[config.mk]
export PLATFORM = sky130hd
export DESIGN_NAME = resized_crop_core
export DESIGN_NICKNAME = d
export VERILOG_FILES = /design/src/rtl/resized_crop_core.sv
export SDC_FILE = /design/constraint.sdc
export NUM_CORES = 1
export LEC_CHECK = 0
export CAP_MARGIN = 40
export CORE_MARGIN = 1.5
export CORE_UTILIZATION = 35
export DETAILED_ROUTE_END_ITERATION = 7
export PLACE_DENSITY = 0.57
export SLEW_MARGIN = 20
export SYNTH_ARGS = -nofsm -noshare
export SYNTH_HDL_FRONTEND = slang
export SYNTH_SLANG_ARGS = --single-unit
export TNS_END_PERCENT = 50
[constraint.sdc]
create_clock -name clk -period 8.65 [get_ports clk]
set_input_delay 0.865 -clock clk [delete_from_list [all_inputs] [get_ports clk]]
set_output_delay 0.865 -clock clk [all_outputs]
set_load 0.05 [all_outputs]
[src/rtl/resized_crop_core.sv]
`default_nettype none
// ----------------------------------------------------------------------------
// resized_crop_core : runtime crop window + nearest-neighbour resize of a
// multi-plane BRAM image, streamed out over valid/ready.   Rev 1.0
// ----------------------------------------------------------------------------
module resized_crop_core #(
  parameter int IN_W     = 28,
  parameter int IN_H     = 28,
  parameter int OUT_W    = 28,
  parameter int OUT_H    = 28,
  parameter int CHANNELS = 1,
  parameter int PIX_W    = 8,
  parameter int READ_LAT = 1
) (
  input  logic             clk,
  input  logic             reset,
  input  logic             start,
  input  logic             abort,
  input  logic [15:0]      crop_x,
  input  logic [15:0]      crop_y,
  input  logic [15:0]      crop_w,
  input  logic [15:0]      crop_h,
  output logic [31:0]      bram_address,
  input  logic [31:0]      bram_data,
  output logic [PIX_W-1:0] pixel_o,
  output logic             pixel_valid,
  input  logic             pixel_ready,
  output logic             busy,
  output logic             image_done,
  output logic             crop_err
);
  localparam int PPW    = 32 / PIX_W;
  localparam int LANE_W = $clog2(PPW);
  localparam int DEPTH  = READ_LAT + 1;
  localparam int CNT_W  = $clog2(DEPTH + 1);
  localparam int PTR_W  = $clog2(DEPTH);
  localparam logic [31:0] PLANE_PIX = 32'(IN_W * IN_H);

  typedef enum logic [2:0] {
    S_IDLE  = 3'd0,
    S_CHECK = 3'd1,
    S_SETUP = 3'd2,
    S_RUN   = 3'd3,
    S_DRAIN = 3'd4,
    S_DONE  = 3'd5
  } state_t;

  state_t state_q, state_d;
  logic [15:0] cx_q, cx_d, cy_q, cy_d, cw_q, cw_d, ch_q, ch_d;
  logic [15:0] qw_q, qw_d, rw_q, rw_d, qh_q, qh_d, rh_q, rh_d;
  logic [15:0] ox_q, ox_d, oy_q, oy_d, chn_q, chn_d;
  logic [15:0] xq_q, xq_d, xr_q, xr_d, yq_q, yq_d, yr_q, yr_d;
  logic [31:0] plane_q, plane_d;
  logic [CNT_W-1:0] credit_q, credit_d, cnt_q, cnt_d;
  logic [PTR_W-1:0] wr_q, wr_d, rd_q, rd_d;
  logic [READ_LAT-1:0] sr_vld_q, sr_vld_d;
  logic [READ_LAT-1:0][LANE_W-1:0] sr_lane_q, sr_lane_d;
  logic [DEPTH-1:0][PIX_W-1:0] fifo_q, fifo_d;

  logic [31:0] pix_idx;
  logic [16:0] x_sum, y_sum;
  logic        issue, pop, push, win_bad;

  assign pix_idx      = plane_q + (32'(cy_q) + 32'(yq_q)) * 32'(IN_W) + 32'(cx_q) + 32'(xq_q);
  assign bram_address = pix_idx >> LANE_W;
  assign x_sum        = {1'b0, xr_q} + {1'b0, rw_q};
  assign y_sum        = {1'b0, yr_q} + {1'b0, rh_q};
  assign pixel_valid  = (cnt_q != '0);
  assign pixel_o      = pixel_valid ? fifo_q[rd_q] : '0;
  assign busy         = (state_q != S_IDLE) && (state_q != S_DONE);
  assign pop          = pixel_valid && pixel_ready;
  assign push         = sr_vld_q[READ_LAT-1];
  assign win_bad      = (cw_q == 16'd0) || (ch_q == 16'd0) ||
                        (({1'b0, cx_q} + {1'b0, cw_q}) > 17'(IN_W)) ||
                        (({1'b0, cy_q} + {1'b0, ch_q}) > 17'(IN_H));

  always_comb begin
    state_d = state_q;
    cx_d = cx_q; cy_d = cy_q; cw_d = cw_q; ch_d = ch_q;
    qw_d = qw_q; rw_d = rw_q; qh_d = qh_q; rh_d = rh_q;
    ox_d = ox_q; oy_d = oy_q; chn_d = chn_q;
    xq_d = xq_q; xr_d = xr_q; yq_d = yq_q; yr_d = yr_q;
    plane_d    = plane_q;
    issue      = 1'b0;
    crop_err   = 1'b0;
    image_done = 1'b0;

    case (state_q)
      S_IDLE: if (start) begin
        cx_d = crop_x; cy_d = crop_y; cw_d = crop_w; ch_d = crop_h;
        state_d = S_CHECK;
      end
      S_CHECK: if (win_bad) begin
        crop_err = 1'b1;
        state_d  = S_IDLE;
      end else begin
        qw_d = '0; rw_d = cw_q; qh_d = '0; rh_d = ch_q;
        ox_d = '0; oy_d = '0; chn_d = '0; plane_d = '0;
        xq_d = '0; xr_d = '0; yq_d = '0; yr_d = '0;
        state_d = S_SETUP;
      end
      // Both divisions run side by side, one subtraction per dimension per cycle.
      S_SETUP: begin
        if (rw_q >= 16'(OUT_W)) begin rw_d = rw_q - 16'(OUT_W); qw_d = qw_q + 16'd1; end
        if (rh_q >= 16'(OUT_H)) begin rh_d = rh_q - 16'(OUT_H); qh_d = qh_q + 16'd1; end
        if ((rw_q < 16'(OUT_W)) && (rh_q < 16'(OUT_H))) state_d = S_RUN;
      end
      S_RUN: begin
        // A pop in this cycle frees a slot in time to keep one issue per cycle.
        issue = (credit_q != '0) || pop;
        if (issue) begin
          if (ox_q == 16'(OUT_W - 1)) begin
            ox_d = '0; xq_d = '0; xr_d = '0;
            if (oy_q == 16'(OUT_H - 1)) begin
              oy_d = '0; yq_d = '0; yr_d = '0;
              chn_d   = chn_q + 16'd1;
              plane_d = plane_q + PLANE_PIX;
              if (chn_q == 16'(CHANNELS - 1)) state_d = S_DRAIN;
            end else begin
              oy_d = oy_q + 16'd1;
              if (y_sum >= 17'(OUT_H)) begin
                yr_d = 16'(y_sum - 17'(OUT_H)); yq_d = yq_q + qh_q + 16'd1;
              end else begin
                yr_d = y_sum[15:0]; yq_d = yq_q + qh_q;
              end
            end
          end else begin
            ox_d = ox_q + 16'd1;
            if (x_sum >= 17'(OUT_W)) begin
              xr_d = 16'(x_sum - 17'(OUT_W)); xq_d = xq_q + qw_q + 16'd1;
            end else begin
              xr_d = x_sum[15:0]; xq_d = xq_q + qw_q;
            end
          end
        end
      end
      S_DRAIN: if (pop && (cnt_q == CNT_W'(1)) && (sr_vld_q == '0)) state_d = S_DONE;
      S_DONE: begin
        image_done = 1'b1;
        state_d    = S_IDLE;
      end
      default: state_d = S_IDLE;
    endcase

    for (int i = READ_LAT - 1; i > 0; i--) begin
      sr_vld_d[i]  = sr_vld_q[i-1];
      sr_lane_d[i] = sr_lane_q[i-1];
    end
    sr_vld_d[0]  = issue;
    sr_lane_d[0] = pix_idx[LANE_W-1:0];

    fifo_d   = fifo_q;
    wr_d     = wr_q;
    rd_d     = rd_q;
    credit_d = credit_q - CNT_W'(issue) + CNT_W'(pop);
    cnt_d    = cnt_q + CNT_W'(push) - CNT_W'(pop);
    if (push) begin
      fifo_d[wr_q] = PIX_W'(bram_data >> (32'(sr_lane_q[READ_LAT-1]) * 32'(PIX_W)));
      wr_d = (wr_q == PTR_W'(DEPTH - 1)) ? '0 : wr_q + PTR_W'(1);
    end
    if (pop) rd_d = (rd_q == PTR_W'(DEPTH - 1)) ? '0 : rd_q + PTR_W'(1);

    if (abort && (state_q != S_IDLE)) begin
      state_d    = S_IDLE;
      crop_err   = 1'b0;
      image_done = 1'b0;
      credit_d   = CNT_W'(DEPTH);
      cnt_d      = '0;
      wr_d       = '0;
      rd_d       = '0;
      sr_vld_d   = '0;
    end
  end

  always_ff @(posedge clk or negedge reset) begin
    if (!reset) begin
      state_q <= S_IDLE;
      cx_q <= '0; cy_q <= '0; cw_q <= '0; ch_q <= '0;
      qw_q <= '0; rw_q <= '0; qh_q <= '0; rh_q <= '0;
      ox_q <= '0; oy_q <= '0; chn_q <= '0;
      xq_q <= '0; xr_q <= '0; yq_q <= '0; yr_q <= '0;
      plane_q   <= '0;
      credit_q  <= CNT_W'(DEPTH);
      cnt_q     <= '0;
      wr_q      <= '0;
      rd_q      <= '0;
      sr_vld_q  <= '0;
      sr_lane_q <= '0;
      fifo_q    <= '0;
    end else begin
      state_q <= state_d;
      cx_q <= cx_d; cy_q <= cy_d; cw_q <= cw_d; ch_q <= ch_d;
      qw_q <= qw_d; rw_q <= rw_d; qh_q <= qh_d; rh_q <= rh_d;
      ox_q <= ox_d; oy_q <= oy_d; chn_q <= chn_d;
      xq_q <= xq_d; xr_q <= xr_d; yq_q <= yq_d; yr_q <= yr_d;
      plane_q   <= plane_d;
      credit_q  <= credit_d;
      cnt_q     <= cnt_d;
      wr_q      <= wr_d;
      rd_q      <= rd_d;
      sr_vld_q  <= sr_vld_d;
      sr_lane_q <= sr_lane_d;
      fifo_q    <= fifo_d;
    end
  end
endmodule
`default_nettype wire

[Yosys cells after proc, flatten, opt, wreduce, memory -nomap -nowiden]
Index checks and enable logic that the tools add are counted.
Storage, ports and cells
  flip-flop bits (word level): 300
  bits in latches: 0
  bits in writable memories: 0
  memory bits (read-only): 0
  input port bits: 101
  output and inout port bits: 44
  logic and storage cells: 194
  memories kept: 0
Cells by class
  add/subtract/negate cells: 28
  $mul: 1
  divide/modulo/power cells: 0
  magnitude comparators: 11
  eq/ne operators: 22
  shift operators: 1
  mux-type cells: 76
  bitwise logic cells: 1
  reductions and logical operators: 29
Operators with widths (number)
  2-to-1 mux 16 bit: 29
  one-hot mux 16 bit (2 select lines): 11
  2-to-1 mux 32 bit: 4
  adder 16 x 1 -> 16 bit (second input constant): 7
  adder 16 x 16 -> 17 bit: 5
  adder 32 x 16 -> 32 bit: 2
  one-hot mux 32 bit (2 select lines): 1
  subtractor 16 x 5 -> 16 bit (second input constant): 4
  zero test 16 bit: 3
  >= comparator 17 x 5 -> 1 bit (second input constant): 2
  greater-than comparator 17 x 5 -> 1 bit (second input constant): 2
  adder 16 bit: 2
  adder 32 x 10 -> 32 bit (second input constant): 1
  adder 32 x 22 -> 32 bit: 1
  == test 16 x 5 -> 1 bit (second input constant): 2
  >= comparator 16 x 5 -> 1 bit (second input constant): 2
  < comparator 16 x 5 -> 1 bit (second input constant): 2
  2-to-1 mux 8 bit: 4
  right shift 32 x 5 -> 8 bit: 1
  2-to-1 mux 3 bit: 8
  inequality test 3 bit (second input constant): 8
  multiplier 17 x 3 -> 20 bit (second input constant): 1
  bitwise mux 16 bit: 1
  one-hot mux 3 bit (5 select lines): 1
  other kinds (24): 65

[Logic depth before layout (Yosys ltp)]
  word-level depth: 7
  gate-level depth with buffers: 36
  depth with buffers taken out: 35

[Least setup slack after synthesis]
OpenSTA, ideal clock, no wires.
  kind: reg2out
  start point: reg cy_q[0]
  end point: out bram_address[29]
  arrival: 6.809 ns
  required time: 7.785 ns
  path slack: 0.976 ns
  cell stages (with the launch flop): 36
  buffers on the path: 1
  cells stage by stage: dfrtp_1 ha_1 inv_1 fa_1 nor2b_1 o21ai_0 a21oi_1 o21ai_0 a21boi_0 o21a_1 nor2_1 xnor2_1 xnor2_1 ha_1 ha_1 and3_1 a21oi_1 o21ai_0 o41ai_1 o21ba_2 o21bai_1 xor2_1 ha_1 ha_1 ha_1 inv_1 o21bai_1 a21o_1 a21o_1 a21o_1 or3_1 o211a_1 o21a_1 nand2b_1 xnor2_1 buf_4
Between the ends
  longest elaborated chain between the ends: 5
RTL lines
  start, declared: line 49  | logic [15:0] cx_q, cx_d, cy_q, cy_d, cw_q, cw_d, ch_q, ch_d;
  start signal, assigned: line 178  | cx_q <= '0; cy_q <= '0; cw_q <= '0; ch_q <= '0;
  start signal, assigned: line 192  | cx_q <= cx_d; cy_q <= cy_d; cw_q <= cw_d; ch_q <= ch_d;
  adder 16 x 16 -> 17 bit: line 64  | assign pix_idx = plane_q + (32'(cy_q) + 32'(yq_q)) * 32'(IN_W) + 32'(cx_q) + 32'(xq_q);
  multiplier 17 x 3 -> 20 bit: line 64
  adder 32 x 22 -> 32 bit: line 64
  adder 32 x 16 -> 32 bit (2 in series): line 64
  end, declared: line 23  | output logic [31:0] bram_address,
Every way passes these cells.

[Worst setup path in the final report]
  start point: reg yq_q[0]
  end point: out bram_address[29]
Between the ends
  longest elaborated chain between the ends: 5
RTL lines
  start, declared: line 52  | logic [15:0] xq_q, xq_d, xr_q, xr_d, yq_q, yq_d, yr_q, yr_d;
  start signal, assigned: line 195  | xq_q <= xq_d; xr_q <= xr_d; yq_q <= yq_d; yr_q <= yr_d;
  adder 16 x 16 -> 17 bit: line 64
  multiplier 17 x 3 -> 20 bit: line 64
  adder 32 x 22 -> 32 bit: line 64
  adder 32 x 16 -> 32 bit (2 in series): line 64
Every way passes these cells.

==> flow_results.xml <==
<?xml version="1.0" encoding="UTF-8"?>
<metrics>
  <group name="critical_path">
    <metric name="worstSetupEndpointType" unit="">primary output</metric>
    <metric name="crit_path_category" unit="">reg -&gt; out</metric>
    <metric name="crit_path_start" unit="">yq_q[0]</metric>
    <metric name="cp_data_required_time" unit="ns">7.79</metric>
    <metric name="worst_r2r_startpoint" unit="">cy_q[0]</metric>
    <metric name="crit_path_max_incr_delay" unit="ns">0.41</metric>
    <metric name="slowest_stage" unit="">sky130_fd_sc_hd__fa_1</metric>
    <metric name="crit_arrival" unit="ns">7.46</metric>
    <metric name="critical_path.max_fanout" unit="">5</metric>
    <metric name="critPathLaunchType" unit="">flip-flop</metric>
    <metric name="reg2reg_slack" unit="ns">3.23</metric>
  </group>
  <group name="timing">
    <metric name="worst_pin_slew" unit="ns">0.969</metric>
    <metric name="slew-limit-headroom" unit="">0.354</metric>
    <metric name="tns" unit="ns">0</metric>
    <metric name="number_of_endpoints_failing_setup_at_the_final_stage" unit="">0</metric>
    <metric name="layout_min_cycle_time" unit="ns">8.32</metric>
    <metric name="final.period_utilization" unit="">0.962</metric>
    <metric name="timing_hold_violations_final" unit="">0</metric>
    <metric name="holdWs" unit="ns">0.297</metric>
    <metric name="finalWorstSetupSlack" unit="ns">0.330</metric>
    <metric name="final_max_slew_viol_count" unit="">0</metric>
    <metric name="max_freq" unit="MHz">120</metric>
    <metric name="fin_skew" unit="ns">0.0278</metric>
  </group>
  <group name="clock_tree">
    <metric name="number_of_sinks_on_the_clock_net" unit="">296</metric>
    <metric name="cts_made_buffers" unit="">39</metric>
    <metric name="cts_root_buf" unit="">sky130_fd_sc_hd__clkbuf_16</metric>
    <metric name="cts.htree.levels" unit="">2</metric>
    <metric name="cts-hold-fix-buffers" unit="">0</metric>
    <metric name="cts_buffer_depth" unit="">3</metric>
    <metric name="worstSkewPairLatency" unit="ns">0.57</metric>
    <metric name="path_clk_slew" unit="ns">0.06</metric>
    <metric name="tritoncts" unit="">yes</metric>
  </group>
  <group name="yosys">
    <metric name="synth.area.top_cells" unit="">sky130_fd_sc_hd__dfrtp_1, sky130_fd_sc_hd__ha_1, sky130_fd_sc_hd__nand2_1</metric>
    <metric name="synth_area" unit="µm²">24700</metric>
    <metric name="syn_avg_cell_area" unit="µm²">8.72</metric>
    <metric name="synth_async_sr_flop_share" unit="">1.00</metric>
    <metric name="postSynth.topFlopCell" unit="">sky130_fd_sc_hd__dfrtp_1</metric>
    <metric name="synth_cell_types" unit="">92</metric>
    <metric name="count_of_state_elements_after_synthesis" unit="">296</metric>
    <metric name="synth-edff-count" unit="">0</metric>
    <metric name="synth_top_cell_area_share" unit="">0.299</metric>
    <metric name="yosys_warnings" unit="">0</metric>
    <metric name="cell_count_after_synthesis" unit="">2829</metric>
    <metric name="synth_top_area_cell" unit="">sky130_fd_sc_hd__dfrtp_1</metric>
    <metric name="yosysSeqAreaShare" unit="">0.300</metric>
  </group>
  <group name="drt">
    <metric name="number_of_routed_nets_with_antenna_violations" unit="">0</metric>
    <metric name="drt_pre_antenna_iters" unit="">5</metric>
    <metric name="vias" unit="">21667</metric>
    <metric name="post_detailed_route_wirelength_per_cell" unit="µm">19.1</metric>
    <metric name="wl" unit="µm">74400</metric>
    <metric name="drtIter0Drc" unit="">1784</metric>
    <metric name="post-route-drc-count" unit="">0</metric>
    <metric name="avgViaCountPerCell" unit="">5.58</metric>
  </group>
  <group name="global_route">
    <metric name="antenna_found_initial" unit="">0</metric>
    <metric name="globalRouteTotalUtil" unit="">0.204</metric>
    <metric name="first_global_vias" unit="">20878</metric>
    <metric name="grt_max_degree" unit="">157</metric>
    <metric name="grt_remaining_overflow" unit="">0</metric>
    <metric name="wire_length_of_the_first_global_routing_pass" unit="µm">116000</metric>
  </group>
  <group name="layout">
    <metric name="final_net_count" unit="">3255</metric>
    <metric name="layout.filler_cells" unit="">6908</metric>
    <metric name="fraction_of_layout_cells_with_a_size_suffix_above_1" unit="">0.0979</metric>
    <metric name="layout-area-overhead-vs-synth" unit="%">16.3</metric>
    <metric name="largest_reg_flops" unit="">28</metric>
    <metric name="stdcell_count" unit="">3883</metric>
    <metric name="n_antenna_cell" unit="">0</metric>
    <metric name="regMostFlops" unit="">plane_q</metric>
  </group>
  <group name="placement">
    <metric name="globalplace.congestion" unit="">0.927</metric>
    <metric name="placement.io_buffers" unit="">142</metric>
    <metric name="worst_slack_at_placement" unit="ns">0.240</metric>
    <metric name="detailed_place_hpwl" unit="µm">55900</metric>
    <metric name="place.detailed.instances" unit="">3803</metric>
  </group>
  <group name="floorplanning">
    <metric name="fp.coreArea" unit="µm²">69900</metric>
    <metric name="floorplan.die_area" unit="µm²">72100</metric>
    <metric name="floorplan.rows" unit="">97</metric>
    <metric name="die_w" unit="µm">269</metric>
    <metric name="floorplan.initialDensity" unit="">0.353</metric>
    <metric name="fp.dieH" unit="µm">269</metric>
    <metric name="floorplan.io_pins" unit="">145</metric>
  </group>
  <group name="status">
    <metric name="status" unit="">complete, no violations</metric>
  </group>
  <group name="job">
    <metric name="timing.max_cap.violations" unit="">0</metric>
  </group>
  <group name="hold_path">
    <metric name="hold_path.class" unit="">in -&gt; async</metric>
  </group>
</metrics>
-- layer usage --
metal,up-vias,GRT usage,wire [µm]
met5,-,0,0
met4,0,0.0785,2850
met3,128,0.0241,3410
met2,535,0.332,34300
met1,10555,0.275,33800
li1,10449,-,-
-- critical path, delay by kind of cell, from the launching register on --
family          cells  cell delay [ns]
flops               1             0.38
fa+ha+maj           7             2.03
simple gates        5             0.80
buf+inv             4             0.58
xor+xnor            3             0.49
compound gates     16             2.59
-- cells in the final DEF, fill, tap and decap left out, types with 16 or more instances in the layout --
cell | Yosys | final
sky130_fd_sc_hd__o21bai_1 | 17 | 17
sky130_fd_sc_hd__xor2_1 | 100 | 97
sky130_fd_sc_hd__nand2b_1 | 44 | 44
sky130_fd_sc_hd__nor2b_1 | 26 | 25
sky130_fd_sc_hd__a31oi_1 | 26 | 25
sky130_fd_sc_hd__fa_1 | 45 | 44
sky130_fd_sc_hd__a21o_1 | 51 | 51
sky130_fd_sc_hd__nand3_1 | 100 | 100
sky130_fd_sc_hd__mux2_2 | 78 | 78
sky130_fd_sc_hd__nor2_1 | 229 | 225
sky130_fd_sc_hd__and2_1 | 22 | 21
sky130_fd_sc_hd__a2111oi_0 | 21 | 21
sky130_fd_sc_hd__a21oi_1 | 123 | 112
sky130_fd_sc_hd__inv_1 | 123 | 122
sky130_fd_sc_hd__o21a_1 | 23 | 22
sky130_fd_sc_hd__and3_1 | 59 | 59
sky130_fd_sc_hd__or3_1 | 27 | 27
sky130_fd_sc_hd__o211ai_1 | 22 | 22
sky130_fd_sc_hd__or4_1 | 16 | 16
sky130_fd_sc_hd__clkdlybuf4s50_1 | 0 | 125
sky130_fd_sc_hd__nor3_1 | 71 | 69
sky130_fd_sc_hd__dfrtp_1 | 295 | 294
sky130_fd_sc_hd__o21ai_0 | 189 | 182
sky130_fd_sc_hd__mux2i_1 | 31 | 31
sky130_fd_sc_hd__nand2_1 | 271 | 271
sky130_fd_sc_hd__xnor2_1 | 106 | 104
sky130_fd_sc_hd__o31ai_1 | 50 | 50
sky130_fd_sc_hd__buf_4 | 32 | 34
sky130_fd_sc_hd__nand4_1 | 47 | 47
sky130_fd_sc_hd__clkbuf_16 | 0 | 39
sky130_fd_sc_hd__ha_1 | 192 | 184
sky130_fd_sc_hd__a211oi_1 | 25 | 24
sky130_fd_sc_hd__nor4_1 | 44 | 44
-- kinds of logic (layout without fill, tap and decap cells) --
| kind of cell | count (synthesis) | after routing | synth area share |
|---|---|---|---|
| AOI/OAI and AO/OA | 680 | 680 | 0.182 |
| buffers and inverters | 261 | 374 | 0.0454 |
| and+or+nand+nor | 1031 | 1031 | 0.210 |
| muxes | 117 | 117 | 0.0555 |
| DFF | 296 | 296 | 0.300 |
| adders and majority gates | 237 | 237 | 0.134 |
| other | 1 | 2 | 0.000152 |
| xor gates and xnor gates | 206 | 206 | 0.0731 |
-- cells in the mapped netlist, types with 45 or more instances --
library cell	instances
sky130_fd_sc_hd__xor2_1	100
sky130_fd_sc_hd__nor3_1	71
sky130_fd_sc_hd__inv_1	123
sky130_fd_sc_hd__nand3_1	100
sky130_fd_sc_hd__a21oi_1	123
sky130_fd_sc_hd__nand2_1	271
sky130_fd_sc_hd__nand4_1	47
sky130_fd_sc_hd__nor2_1	229
sky130_fd_sc_hd__ha_1	192
sky130_fd_sc_hd__o21ai_0	189
sky130_fd_sc_hd__a21o_1	51
sky130_fd_sc_hd__clkbuf_1	96
sky130_fd_sc_hd__o31ai_1	50
sky130_fd_sc_hd__xnor2_1	106
sky130_fd_sc_hd__dfrtp_1	295
sky130_fd_sc_hd__and3_1	59
sky130_fd_sc_hd__fa_1	45
sky130_fd_sc_hd__mux2_2	78
-- through the flow --
stage	instance area, µm²	util
floorplan	24700	-
global placement	27000	0.386
detailed placement	27000	0.387
CTS	28400	0.406
global route	28700	0.411
finish	28700	0.411
-- what timing repair did --
item / CTS / global route
buffers inserted: 1 / 8
pin swaps: 5 / 14
endpoints found under the setup margin: 7 / 13
resized for setup: 9 / 40
-- area by class of cell --
type	count	area (µm²)	share of cell area
clock buffer	53	1120	0.0390
clock inverter	14	180	0.00628
inverter	123	462	0.0161
multi-input combinational	2273	16400	0.572
sequential	296	7410	0.258
tap	940	1180	0.0410
timing repair buffer	184	1940	0.0675
-- path summary, 6_finish.rpt --
| check | end | depth (start not counted) |
|---|---|---|
| max | bram_address[29] | 35 |
| min | cy_q[10] | 1 |
| max reg2reg | rh_q[9] | 16 |
| min reg2reg | yr_q[11] | 2 |
| max in group asynchronous | rw_q[4] | 2 |
| min in group clk | yr_q[11] | 2 |
Power is not shown: default switching activity piles up to over one toggle a cycle in this logic, so the estimate is an artifact.
